===== src/rtl/imem_loader.sv =====
// imem_loader: synchronises a byte-wide host bus into clk_int, assembles multi-beat frames
// and commits them as single-cycle imem writes. Define IMEM_LOADER_CHECKSUM_EN for a checksum beat.
module imem_loader #(
   parameter int BUS_W       = 8,
   parameter int ADDR_W      = 10,
   parameter int DATA_W      = 40,
   parameter int SYNC_STAGES = 2,
   parameter int TIMEOUT     = 1023,
   parameter int CNT_W       = 16
) (
   input  logic              clk_int,
   input  logic              reset,
   input  logic              mode_load,
   input  logic [BUS_W-1:0]  pin_data,
   input  logic              pin_strobe,
   output logic              pin_ack,
   output logic [ADDR_W-1:0] imem_write_adr,
   output logic [DATA_W-1:0] imem_in,
   output logic              imem_write,
   output logic              busy,
   output logic              frame_error,
   output logic [CNT_W-1:0]  commit_count
);

   localparam int WORD_W = ADDR_W + DATA_W;
   localparam int BEATS  = (WORD_W + BUS_W - 1) / BUS_W;
   localparam int BC_W   = $clog2(BEATS + 1);
   localparam int TMO_W  = $clog2(TIMEOUT + 1);

`ifdef IMEM_LOADER_CHECKSUM_EN
   typedef enum logic [1:0] {IDLE, RECV, CSUM, WRITE} state_t;
   localparam state_t DATA_DONE = CSUM;
`else
   typedef enum logic [1:0] {IDLE, RECV, WRITE} state_t;
   localparam state_t DATA_DONE = WRITE;
`endif
   localparam logic DONE_BUSY = (DATA_DONE != WRITE);

   function automatic logic [WORD_W-1:0] shift_in(input logic [WORD_W-1:0] s,
                                                  input logic [BUS_W-1:0]  b);
      return (s << BUS_W) | WORD_W'(b);
   endfunction

   function automatic logic [CNT_W-1:0] sat_inc(input logic [CNT_W-1:0] c);
      return (c == {CNT_W{1'b1}}) ? c : c + 1'b1;
   endfunction

   logic [BUS_W-1:0]       data_sync [SYNC_STAGES];
   logic [SYNC_STAGES-1:0] strobe_sync;
   logic                   strobe_prev;
   logic                   beat_edge;
   logic [BUS_W-1:0]       beat;

   state_t                 state;
   logic [BC_W-1:0]        beat_cnt;
   logic [TMO_W-1:0]       tmo_cnt;
   // Pad bits above the address never reach the word, so only WORD_W bits are kept.
   logic [WORD_W-1:0]      shifter;
   logic                   mode_prev;
`ifdef IMEM_LOADER_CHECKSUM_EN
   logic [BUS_W-1:0]       csum;
`endif

   // Synchroniser stage: data and strobe share the same depth so a beat lines up with its edge.
   always_ff @(posedge clk_int) begin
      if (reset) begin
         for (int i = 0; i < SYNC_STAGES; i++) data_sync[i] <= '0;
         strobe_sync <= '0;
         strobe_prev <= 1'b0;
      end else begin
         data_sync[0] <= pin_data;
         for (int i = 1; i < SYNC_STAGES; i++) data_sync[i] <= data_sync[i-1];
         strobe_sync <= {strobe_sync[SYNC_STAGES-2:0], pin_strobe};
         strobe_prev <= strobe_sync[SYNC_STAGES-1];
      end
   end

   assign beat_edge = strobe_sync[SYNC_STAGES-1] & ~strobe_prev;
   assign beat      = data_sync[SYNC_STAGES-1];

   // Frame assembly stage.
   always_ff @(posedge clk_int) begin
      if (reset) begin
         state          <= IDLE;
         beat_cnt       <= '0;
         tmo_cnt        <= '0;
         shifter        <= '0;
         mode_prev      <= 1'b0;
         pin_ack        <= 1'b0;
         imem_write_adr <= '0;
         imem_in        <= '0;
         imem_write     <= 1'b0;
         busy           <= 1'b0;
         frame_error    <= 1'b0;
         commit_count   <= '0;
`ifdef IMEM_LOADER_CHECKSUM_EN
         csum           <= '0;
`endif
      end else begin
         mode_prev  <= mode_load;
         imem_write <= 1'b0;
         case (state)
            IDLE: begin
               beat_cnt <= '0;
               tmo_cnt  <= '0;
               if (beat_edge && mode_load) begin
                  shifter  <= shift_in(shifter, beat);
                  pin_ack  <= ~pin_ack;
                  beat_cnt <= BC_W'(1);
`ifdef IMEM_LOADER_CHECKSUM_EN
                  csum     <= beat;
`endif
                  if (BEATS == 1) begin
                     state <= DATA_DONE;
                     busy  <= DONE_BUSY;
                  end else begin
                     state <= RECV;
                     busy  <= 1'b1;
                  end
               end
            end
`ifdef IMEM_LOADER_CHECKSUM_EN
            RECV, CSUM: begin
`else
            RECV: begin
`endif
               if (!mode_load) begin
                  state    <= IDLE;
                  busy     <= 1'b0;
                  beat_cnt <= '0;
                  tmo_cnt  <= '0;
               end else if (beat_edge) begin
                  // A beat in the same cycle as the timeout wins and restarts the window.
                  pin_ack <= ~pin_ack;
                  tmo_cnt <= '0;
`ifdef IMEM_LOADER_CHECKSUM_EN
                  if (state == CSUM) begin
                     busy <= 1'b0;
                     if (beat == csum) begin
                        state <= WRITE;
                     end else begin
                        state       <= IDLE;
                        frame_error <= 1'b1;
                     end
                  end else
`endif
                  begin
                     shifter  <= shift_in(shifter, beat);
                     beat_cnt <= beat_cnt + 1'b1;
`ifdef IMEM_LOADER_CHECKSUM_EN
                     csum     <= csum ^ beat;
`endif
                     if (beat_cnt == BC_W'(BEATS - 1)) begin
                        state <= DATA_DONE;
                        busy  <= DONE_BUSY;
                     end
                  end
               end else if (tmo_cnt == TMO_W'(TIMEOUT - 1)) begin
                  state       <= IDLE;
                  busy        <= 1'b0;
                  beat_cnt    <= '0;
                  frame_error <= 1'b1;
               end else begin
                  tmo_cnt <= tmo_cnt + 1'b1;
               end
            end
            WRITE: begin
               imem_write_adr <= shifter[WORD_W-1 -: ADDR_W];
               imem_in        <= shifter[DATA_W-1:0];
               imem_write     <= 1'b1;
               commit_count   <= sat_inc(commit_count);
               state          <= IDLE;
            end
            default: begin
               state <= IDLE;
               busy  <= 1'b0;
            end
         endcase
         if (mode_load && !mode_prev) frame_error <= 1'b0;
      end
   end

endmodule


===== config.mk =====
export PLATFORM = sky130hd
export DESIGN_NAME = imem_loader
export DESIGN_NICKNAME = d
export VERILOG_FILES = /design/src/rtl/imem_loader.sv
export SDC_FILE = /design/constraint.sdc
export NUM_CORES = 1
export LEC_CHECK = 0
export ABC_AREA = 1
export BUFFER_PORTS_ARGS = -buffer_cell sky130_fd_sc_hd__buf_4
export CAP_MARGIN = 0
export CORE_ASPECT_RATIO = 0.8
export CORE_MARGIN = 4
export CORE_UTILIZATION = 55
export CTS_BUF_LIST = sky130_fd_sc_hd__clkbuf_2 sky130_fd_sc_hd__clkbuf_4 sky130_fd_sc_hd__clkbuf_8
export CTS_CLUSTER_DIAMETER = 30
export DETAILED_ROUTE_END_ITERATION = 6
export GPL_TIMING_DRIVEN = 0
export PLACE_DENSITY = 0.81
export SYNTH_ARGS = -nofsm -noshare
export SYNTH_HDL_FRONTEND = slang
export SYNTH_SLANG_ARGS = --single-unit

===== constraint.sdc =====
create_clock -name clk_int -period 3.2 [get_ports clk_int]
set_clock_uncertainty 0.1 [all_clocks]
set_input_delay 0.48 -clock clk_int [delete_from_list [all_inputs] [get_ports clk_int]]
set_output_delay 0.48 -clock clk_int [all_outputs]
set_load 0.01 [all_outputs]

Word-level counts from Yosys, hierarchy flattened
Memory sizes are Yosys's and may differ from the RTL's.
Index checks and enable logic that the tools add are counted.
{ "word_totals": {"reg_bits": 139, "word_cells": 86, "ram_bits": 16, "output_inout_bits": 70, "inputBits": 12, "n_memories": 1} }
{ "memory_table": {"columns": ["name", "words", "word_bits", "read_ports", "rd_ports_with_merged_regs", "write_ports", "line_no", "text"], "rows": [
  ["data_sync", 2, 8, 2, 0, 2, "48", "logic [BUS_W-1:0] data_sync [SYNC_STAGES];"]
]} }
{ "classes": {"mux": 35, "n_eq_ne": 11, "n_reduce_logical": 13, "addsub": 3, "bitwise": 9} }
{ "op_table": {"columns": ["op", "n"], "rows": [
  ["2-to-1 mux 50 bit", 3],
  ["case mux 50 bit (2 select lines)", 1],
  ["OR 50 x 8 -> 50 bit", 1],
  ["2-to-1 mux 10 bit", 3],
  ["case mux 10 bit (2 select lines)", 1],
  ["adder 16 x 1 -> 16 bit (second input constant)", 1],
  ["equality test 16 bit (second input constant)", 1],
  ["2-to-1 mux 8 bit", 2],
  ["2-to-1 mux 1 bit", 13],
  ["!= test 4 bit (second input constant)", 3],
  ["AND reduction 4 bit", 3],
  ["adder 10 x 1 -> 10 bit (second input constant)", 1],
  ["equality test 10 bit (second input constant)", 1],
  ["2-to-1 mux 2 bit", 5],
  ["2-to-1 mux 3 bit", 3],
  ["!= test 2 bit (second input constant)", 3],
  ["case mux 3 bit (2 select lines)", 1],
  ["AND reduction 2 bit", 3],
  ["NOT 1 bit", 5],
  ["case mux 2 bit (2 select lines)", 1],
  ["adder 3 x 1 -> 3 bit (second input constant)", 1],
  ["equality test 3 bit (second input constant)", 1],
  ["case mux 1 bit (3 select lines)", 1],
  ["AND reduction 3 bit", 1],
  ["other kinds (10)", 12]
]} }

Logic depth before layout (Yosys ltp)
Gate-level depths: netlist of run 1.
{ "depth": {"ltp_word": 5, "depth_mapped": 11, "mapped_depth_nobuf": 11} }

Worst setup path after synthesis of run 1
No wires, ideal clock.
{ "synth_path": {"path_kind": "flip-flop to flip-flop", "from": "reg commit_count[1]", "to": "reg commit_count[11]", "required_time_ns": 2.962, "stages_incl_launch_ff": 10, "setup_time_ns": 0.138, "slack_ns": 1.496, "arrival_ns": 1.466, "path_buffers": 1, "synth_period_minus_slack_ns": 1.704, "path_cell_list": "dfxtp_1 > ha_1 > nand3_2 > nor3_4 > nand2_2 > nand2_4 > inv_4 > buf_6 > nand2_1 > a21oi_2"} }
{ "synth_via": {"elab_chain_cells": 3, "word_cells_on_any_way": 4, "cone_classes": "add/sub: 1; eq/ne: 1; bitwise: 1; reduce/logical: 1"} }
{ "synth_lines": {"columns": ["element", "line_no", "text"], "rows": [
  ["start: declaration", "22", "output logic [CNT_W-1:0] commit_count"],
  ["start signal: assignment", "171", "commit_count <= sat_inc(commit_count);"],
  ["parallel branches: the longest is 3 deep, another holds adder 16 x 1 -> 16 bit", null, null]
]} }
Parallel ways; which one is timed is not known.
A chain may end at the register's enable or synchronous reset.

Worst setup path after layout of run 1
{ "layout_path": {"from": "reg commit_count[1]", "to": "reg commit_count[9]"} }
Same word-level chain as after synthesis.

==> reports/results.ini, run 1 <==
[timing]
fin_ws_ps = 1270
finalHoldViolCount = 0
worst_slew_pin_slew_ps = 725
rsz0062_at_grt = no
fin_tns_setup_ps = 0
timing.fmax_mhz = 518
setup_viol = 0
fin_crit_ps = 1930
slew_viol_final = 0
holdWs_ps = 131
slew_headroom = 0.516
final.period_utilization = 0.603

[grt]
grt_pass1_vias = 4807
grt_use_total = 0.222
grt-ovfl-total = 0
antenna_found_initial = 0
grt_max_degree = 17
grt_pass1_wl_microns = 22800

[power_and_ir_drop]
worst_ir_drop_vdd_uv = 368
leakage_nw = 3.15
powerDensity_nw_per_um2 = 499
pwr-share-clk = 0.410
intPower_mw = 2.73
p_comb_frac = 0.036
p_sw_frac = 0.236
power.switching_mw = 0.846
seq_power_share = 0.554

[drt]
drc = 0
wl_per_cell_microns = 13.2
ant_nets = 0
initialDrtViolationCount = 398
wirelength_microns = 13800
via_per_inst = 5.08
drt_pass1_iterations = 5
vias = 5327

[setup_path]
required_ps = 3410
cp_data_arrival_time_ps = 2140
cp-start-kind = register
cpPeakStageDelay_ps = 440
critPathKind = register to register
worstSetupEndpointType = register
ff2ff_setup_slack_ps = 1270
path_cells = ha_1, nand3_2, nor3_4, nand2_2, nand2_4, inv_4, buf_6, nand2_1, a21oi_2
slowest_stage = dfxtp_1
path_max_fanout = 10

[place]
place.gp.congestion = 0.847
port_buffers = 80
dpl.hpwl_microns = 9790
placed_cell_area_sq_um = 6780
preCtsSetupSlack_ps = 1260

[cts]
clkSlewWorstSetupHoldPaths_ps = 80
post_cts_resized = 0
cts_tree = built
cts_num_sinks = 155
clock-root-buffer = clkbuf_8
cts_htree_levels = 4
clockBufferDepth = 2
clk_latency_ps = 440
cts-buffers-inserted = 17
cts-hold-fix-buffers = 0
post_cts_buffers = 0

[logic_synthesis]
ys_types = 32
synth-seq-cells = 155
syn-num-nets = 814
syn_area_sq_um = 6000
avgSynthCellArea_sq_um = 7.53
yosysSeqAreaShare = 0.517
ys_warn_count = 0
syn_inst = 797

[die]
io_pins = 82
die_h_microns = 101
placementRows = 33
die_area_sq_um = 12700
die_x_microns = 125
fp.coreArea_sq_um = 10400
initial_core_util = 0.575

[flow_run]
drv_cap = 0

[hold_path]
hold_class = primary input to register

[cells_and_area]
nets = 913
area_delta_synth_final_pct = 19.5
final_area_sq_um = 7170
layout_common_cells = 254 x nor2_1, 155 x dfxtp_1, 113 x o21ai_0
drive_gt1_frac = 0.169
antenna_cells = 0
layout_commonest_cell = nor2_1

[status]
outcome = completed

==> per-stage QoR <==
stage	total power [mW]	utilization	instances
after CTS	3.59	0.687	1049
after detailed placement	2.16	0.649	1017
after floorplan	2.11	-	797
after global placement	2.15	0.649	1017
final	3.58	0.687	1049
after global routing	3.71	0.687	1049
==> critical path, delay by kind of cell (launching register included) <==
family | cells | cell delay, ps
buf+inv | 2 | 220
fa+ha+maj | 1 | 340
flops | 1 | 440
compound gates | 1 | 50
simple gates | 5 | 630
==> state kept, by name, indices dropped and copies added (netlist names) <==
name / cells
shifter: 50
imem_in: 40
commit_count: 16
data_sync: 16
imem_write_adr: 10
tmo_cnt: 10
beat_cnt: 3
state: 2
strobe_sync: 2
busy: 1
frame_error: 1
imem_write: 1
mode_prev: 1
pin_ack: 1
strobe_prev: 1
==> cell families after synthesis <==
| kind of cell | Yosys count | synth area share |
|---|---|---|
| simple gates | 391 | 0.264 |
| flops | 155 | 0.517 |
| compound gates | 142 | 0.128 |
| buf+inv | 97 | 0.0709 |
| xor+xnor | 7 | 0.0102 |
| fa+ha+maj | 5 | 0.0104 |
==> area by class of cell <==
class | count | area [sq um]
Clock inverter | 13 | 140
Tap cell | 140 | 175
Buffer | 38 | 201
Multi-Input combinational cell | 545 | 2470
Timing Repair Buffer | 80 | 601
Fill cell | 906 | 3270
Inverter | 59 | 224
Sequential cell | 155 | 3100
Clock buffer | 19 | 255
==> layer usage <==
metal  global-route usage  share of wire
met1                0.304           0.48
met4               0.0809          0.012
met2                0.342           0.44
met5                    0              0
met3               0.0596          0.066
==> final timing paths <==
check | start | endpoint | cells past startpoint
max | commit_count[1]$_SDFFE_PP0P_ | commit_count[9]$_SDFFE_PP0P_ | 9
min reg2reg | strobe_sync[0]$_SDFF_PP0_ | strobe_sync[1]$_SDFF_PP0_ | 2
min | pin_data[3] | data_sync[0][3]$_SDFF_PP0_ | 3
max reg2reg | commit_count[1]$_SDFFE_PP0P_ | commit_count[9]$_SDFFE_PP0P_ | 9
==> synth_stat cells (all sizes together) <==
library cell  count  area share
o21ai           113       0.094
nand3            16       0.016
clkbuf           28       0.018
dfxtp           155        0.52
xor2              4      0.0058
nand4             7      0.0073
nor4              1      0.0010
ha                5       0.010
nand2           101       0.066
nor3              2      0.0035
nor2            261        0.17
nand3b            2      0.0025
a21oi            28       0.032
clkinv            2      0.0013
xnor2             3      0.0044
o21bai            1      0.0013
or2               1      0.0010
inv              57       0.036
buf              10       0.016
==> power by group through the flow <==
stage | combinational (mW) | sequential, mW | clock [mW]
after floorplan | 0.0878 | 2.02 | 0
after global placement | 0.123 | 2.03 | 0
after detailed placement | 0.127 | 2.03 | 0
after CTS | 0.129 | 1.98 | 1.48
after global routing | 0.147 | 1.99 | 1.57
final | 0.128 | 1.98 | 1.47
(Power assumes the default switching activity.)
==> inputs of run 2 (changes only) <==
==> constraint.sdc (replaced) <==
create_clock -name clk_int -period 1.9 [get_ports clk_int]
set_clock_uncertainty 0.1 [all_clocks]
set_input_delay 0.285 -clock clk_int [delete_from_list [all_inputs] [get_ports clk_int]]
set_output_delay 0.285 -clock clk_int [all_outputs]
set_load 0.01 [all_outputs]
==> run 2 against run 1 <==
Worst setup slack lost 1200 ps. Via count grew 1.5%. Critical endpoint unchanged. Critical path type unchanged. Hold slack lost 91 ps. Die area is the same. Non-clock buffer count grew 13. Design area grew 1.9%. Global-route usage grew 0.39 points. Largest cell class unchanged. Sequential cell count is the same. Final cell count grew 1.2%. Utilization grew 1.3 points. Clock-buffer cell count is the same.
==> reports/results.ini, run 2 (synthesis gave the netlist of run 1 again) <==
[cells_and_area]
multi_input_area_sq_um = 2490  ; +0.51%
layout_commonest_cell = nor2_1
drive_gt1_frac = 0.175  ; +0.00520
area_delta_synth_final_pct = 21.8
layout_common_cells = 254 x nor2_1, 155 x dfxtp_1, 113 x o21ai_0
top_regs = shifter: 50 flops, imem_in: 40 flops
nFillCells = 884  ; -2.4%
largest_register_ffs = 50  ; unchanged
nets = 926  ; +1.4%
antenna_cells = 0  ; unchanged
top_register = shifter
seq_area_sq_um = 3100  ; unchanged

[grt]
grt_use_total = 0.226  ; +0.00386
grt_max_degree = 17  ; unchanged
antenna_found_initial = 0  ; unchanged
grt-ovfl-total = 0  ; unchanged
grt_pass1_wl_microns = 23200  ; +1.6%
grt_pass1_vias = 4875  ; +1.4%

[power_and_ir_drop]
p_comb_frac = 0.038  ; +0.002
powerDensity_nw_per_um2 = 828  ; +66%
worst_ir_drop_vdd_uv = 614  ; +67%
seq_power_share = 0.552  ; -0.002
p_sw_frac = 0.237  ; +0.000544
intPower_mw = 4.62  ; +69%
power.switching_mw = 1.43  ; +69%
leakage_nw = 3.21  ; +1.8%
pwr-share-clk = 0.409  ; about the same
power_mw = 6.05  ; +69%

[drt]
wirelength_microns = 14100  ; +2.0%
wl_per_cell_microns = 13.3  ; +0.73%
drt_pass1_iterations = 5  ; unchanged
vias = 5407  ; +1.5%
via_per_inst = 5.09  ; +0.26%
drc = 0  ; unchanged
ant_nets = 0  ; unchanged
initialDrtViolationCount = 396  ; -0.50%

[timing]
rsz0062_at_grt = no
worst_slew_pin_slew_ps = 720  ; -5.42 ps
fin_tns_setup_ps = 0  ; unchanged
timing.fmax_mhz = 553  ; +6.7%
finalHoldViolCount = 0  ; unchanged
fin_crit_ps = 1810  ; -121 ps
final.period_utilization = 0.952  ; +0.349
setup_viol = 0  ; unchanged
slew_headroom = 0.520  ; +0.00362
slew_viol_final = 0  ; unchanged

[die]
die_h_microns = 101  ; unchanged
placementRows = 33  ; unchanged
initial_core_util = 0.575  ; unchanged
die_x_microns = 125  ; unchanged
die_area_sq_um = 12700  ; unchanged
io_pins = 82  ; unchanged
fp.coreArea_sq_um = 10400  ; unchanged

[setup_path]
rr_worst_depth = 9  ; unchanged
regToRegStartpoint = commit_count[1]$_SDFFE_PP0P_
cp_data_arrival_time_ps = 2020  ; -120 ps
worstSetupEndpointType = register
path_max_fanout = 10  ; unchanged
cp-startpoint = commit_count[1]$_SDFFE_PP0P_
required_ps = 2110  ; -1300 ps
cp-start-kind = register
critPathKind = register to register

[cts]
clockBufferDepth = 2  ; unchanged
clk_latency_ps = 440  ; about the same
cts-buffers-inserted = 17  ; unchanged
cts_htree_levels = 4  ; unchanged
cts_num_sinks = 155  ; unchanged
clkSlewWorstSetupHoldPaths_ps = 90  ; about the same
cts_tree = built
clock-root-buffer = clkbuf_8

[flow_run]
drv_cap = 0  ; unchanged

[hold_path]
hp-start = mode_load
hold_depth = 3  ; unchanged
hold_class = primary input to register

[place]
dpl.hpwl_microns = 9790  ; unchanged
place.gp.congestion = 0.847  ; unchanged
port_buffers = 80  ; unchanged

[status]
outcome = completed

==> run 2: worst paths after layout <==
check                                                     to  slack (ps)
worst max register to register  commit_count[9]$_SDFFE_PP0P_          90
worst min-delay path                    mode_prev$_SDFF_PP0_          40
worst max-delay path            commit_count[9]$_SDFFE_PP0P_          90
worst min register to register     strobe_sync[1]$_SDFF_PP0_         300
==> run 2: power by group through the flow <==
| stage | Combinational, mW | Clock (mW) | Sequential (mW) |
|---|---|---|---|
| after floorplan | 0.148 | 0 | 3.41 |
| final | 0.231 | 2.48 | 3.34 |
| after global placement | 0.207 | 0 | 3.42 |
| after global routing | 0.266 | 2.65 | 3.35 |
| after CTS | 0.231 | 2.49 | 3.34 |
| after detailed placement | 0.213 | 0 | 3.42 |
==> run 2: per-layer routing <==
metal,GRT usage,wire length [microns],vias to the layer above
met5,0,0,-
met4,0.0809,243,0
met3,0.0611,887,26
met2,0.354,6260,150
met1,0.305,6700,2491
li1,-,-,2740
==> run 2: area by class of cell <==
class,instances,share of cell area
flip-flops and latches,155,0.424
multi-input cells,545,0.340
repair buffers,93,0.0986
clock buffers,19,0.0349
inverters,59,0.0311
plain buffers,38,0.0277
well taps,140,0.0240
clock inverters,13,0.0192
==> run 2: worst max-delay path: stages, from the launching register on <==
cell	delay, ps
dfxtp_1	480
ha_4	220
nand3_2	120
nor3_4	190
nand2_2	90
nand2_4	120
inv_4	70
buf_6	150
nand2_1	70
a21oi_2	50
==> run 2: through the flow <==
step | utilization | hold WS (ps) | setup slack [ps] | cell area [sq um] | instances
2_1_floorplan | - | 288 | 196 | 6000 | 797
3_3_place_gp | 0.649 | 292 | 60.2 | 6780 | 1017
3_5_place_dp | 0.649 | 293 | 2.18 | 6780 | 1017
4_1_cts | 0.696 | 21.8 | 31.7 | 7270 | 1058
5_1_grt | 0.700 | 41.5 | 5.91 | 7310 | 1062
6_report | 0.700 | 40.0 | 90.6 | 7310 | 1062
==> run 2: timing repair <==
item | in CTS | in global routing
hold buffers | 9 | 0
setup endpoints to repair | 8 | 24
buffers inserted | 0 | 4
endpoints found under the hold margin | 9 | 0
gates resized for setup | 1 | 4
pin swaps | 0 | 1
==> inputs of run 3 (changes only) <==
--- a/config.mk
+++ b/config.mk
@@ -15,7 +15,7 @@
 export CTS_CLUSTER_DIAMETER = 30
 export DETAILED_ROUTE_END_ITERATION = 6
 export GPL_TIMING_DRIVEN = 0
-export PLACE_DENSITY = 0.81
+export PLACE_DENSITY = 0.77
 export SYNTH_ARGS = -nofsm -noshare
 export SYNTH_HDL_FRONTEND = slang
 export SYNTH_SLANG_ARGS = --single-unit
==> run 3 against run 2 <==
Hold slack improved by 0.93 ps. Largest power group unchanged. First-iteration DRC count fell by 18%. Sequential power barely moved.
==> reports/results.ini, run 3 (synthesis gave the netlist of run 1 again) <==
[cts]
clkSlewWorstSetupHoldPaths_ps = 80  ; about the same
cts_htree_levels = 4  ; unchanged
clockBufferDepth = 2  ; unchanged
clock-root-buffer = clkbuf_8
cts_tree = built
cts-buffers-inserted = 17  ; unchanged
clk_latency_ps = 440  ; about the same
cts_num_sinks = 155  ; unchanged

[power_and_ir_drop]
intPower_mw = 4.52  ; -2.1%
powerDensity_nw_per_um2 = 807  ; -2.5%
power.switching_mw = 1.35  ; -5.9%
p_comb_frac = 0.039  ; about the same
pwr-share-clk = 0.391  ; -0.018
worst_ir_drop_vdd_uv = 751  ; +22%
seq_power_share = 0.569  ; +0.017
leakage_nw = 3.20  ; -0.25%
p_sw_frac = 0.230  ; -0.00724

[timing]
slew_headroom = 0.567  ; +0.0470
rsz0062_at_grt = no
slew_viol_final = 0  ; unchanged
final.period_utilization = 0.938  ; -0.0142
timing.fmax_mhz = 561  ; +1.5%
fin_crit_ps = 1780  ; -27.0 ps
setup_viol = 0  ; unchanged
fin_tns_setup_ps = 0  ; unchanged
finalHoldViolCount = 0  ; unchanged
worst_slew_pin_slew_ps = 650  ; -70.4 ps
fin_ws_ps = 118  ; +27.0 ps

[flow_run]
drv_cap = 0  ; unchanged

[setup_path]
slowest_stage = dfxtp_1
required_ps = 2100  ; about the same
path_max_fanout = 10  ; unchanged
cpPeakStageDelay_ps = 470  ; about the same
worstSetupEndpointType = register
cp-start-kind = register
cp_data_arrival_time_ps = 1990  ; -30 ps
critPathKind = register to register
path_cells = ha_4, nand3_2, nor3_4, nand2_2, nand2_4, inv_4, buf_6, nand2_1, a21oi_2
ff2ff_setup_slack_ps = 120  ; +30 ps

[drt]
ant_nets = 0  ; unchanged
drt_pass1_iterations = 5  ; unchanged
initialDrtViolationCount = 326  ; -18%
wirelength_microns = 13800  ; -2.4%
via_per_inst = 5.07  ; -0.48%
wl_per_cell_microns = 13.0  ; -2.3%
vias = 5376  ; -0.57%
drc = 0  ; unchanged

[die]
die_x_microns = 125  ; unchanged
fp.coreArea_sq_um = 10400  ; unchanged
placementRows = 33  ; unchanged
io_pins = 82  ; unchanged
die_area_sq_um = 12700  ; unchanged
initial_core_util = 0.575  ; unchanged
die_h_microns = 101  ; unchanged

[cells_and_area]
area_delta_synth_final_pct = 21.3
finalNonFillerCells = 1061  ; -0.094%
largest_register_ffs = 50  ; unchanged
layout_commonest_cell = nor2_1
antenna_cells = 0  ; unchanged
nets = 925  ; -0.11%
top_regs = shifter: 50 flops, imem_in: 40 flops
seq_area_sq_um = 3100  ; about the same
layout_common_cells = 254 x nor2_1, 154 x dfxtp_1, 113 x o21ai_0
drive_gt1_frac = 0.175  ; +0.000190
top_register = shifter
nFillCells = 867  ; -1.9%
multi_input_area_sq_um = 2490  ; unchanged
fin_util = 0.697  ; -0.00311

[place]
preCtsSetupSlack_ps = -122  ; -125 ps
dp_cells = 1017  ; unchanged
place.gp.congestion = 0.834  ; -1.6%
port_buffers = 80  ; unchanged
dpl.hpwl_microns = 9960  ; +1.7%

[grt]
grt_pass1_wl_microns = 22900  ; -1.4%
antenna_found_initial = 0  ; unchanged
grt_max_degree = 17  ; unchanged
grt-ovfl-total = 0  ; unchanged
grt_pass1_vias = 4951  ; +1.6%
grt_use_total = 0.221  ; -0.00512

[hold_path]
hold_class = primary input to register

[status]
outcome = completed

[run 3: changes by cell type in the layout (fill, tap and decap cells not counted)]
cell	delta
dfxtp_2	+1
clkbuf_4	+1
buf_4	-1
inv_6	-2
clkinv_2	+3
dfxtp_1	-1
bufinv_16	-1
clkinvlp_4	-2
clkbuf_8	+1
[run 3: per-stage QoR]
step	hold slack (ps)	instance area [sq um]	power (mW)
2_1_floorplan	288	6000	3.55
3_3_place_gp	291	6780	3.62
3_5_place_dp	293	6780	3.63
4_1_cts	51.0	7240	5.91
5_1_grt	57.4	7280	6.09
6_report	41.0	7280	5.87
[run 3: worst max-delay path: cells and delay by family (launching register included)]
kind | cells | cell delay, ps
AO/OA/AOI/OAI | 1 | 50
AND/OR/NAND/NOR | 5 | 590
adder cells (fa/ha/maj) | 1 | 210
flip-flops | 1 | 470
buffers and inverters | 2 | 230
[run 3: final cells by class]
type,instances,share of cell area
clock buffer,21,0.0380
clock inverter,11,0.0131
inverter,59,0.0309
tap,140,0.0241
timing repair buffer,92,0.0980
buffer,38,0.0278
multi-input combinational,545,0.342
sequential,155,0.427
[run 3: worst paths after layout]
kind | end | startpoint | cells past startpoint
setup / recovery | commit_count[9]$_SDFFE_PP0P_ | commit_count[0]$_SDFFE_PP0P_ | 9
hold / removal | mode_prev$_SDFF_PP0_ | mode_load | 3
setup reg to reg | commit_count[9]$_SDFFE_PP0P_ | commit_count[0]$_SDFFE_PP0P_ | 9
hold reg to reg | data_sync[0][11]$_SDFF_PP0_ | data_sync[0][3]$_SDFF_PP0_ | 2
[run 3: what timing repair did]
item	in CTS	in global routing
setup buffers	0	3
pin swaps	0	1
hold buffers	9	0
gates resized for setup	2	3
endpoints found under the setup margin	3	14
hold endpoints to repair	9	0
[run 3: layer usage]
metal / share of wire / track usage / vias up
li1: - / - / 2743
met1: 0.47 / 0.294 / 2468
met2: 0.46 / 0.361 / 152
met3: 0.063 / 0.0543 / 13
met4: 0.0081 / 0.0674 / 0
met5: 0 / 0 / -
[run 3: power groups by stage]
stage	Clock [mW]	Combinational, mW	Sequential, mW
2_1_floorplan	0	0.148	3.41
3_3_place_gp	0	0.208	3.42
3_5_place_dp	0	0.214	3.42
4_1_cts	2.34	0.229	3.34
5_1_grt	2.48	0.265	3.35
6_report	2.30	0.230	3.34
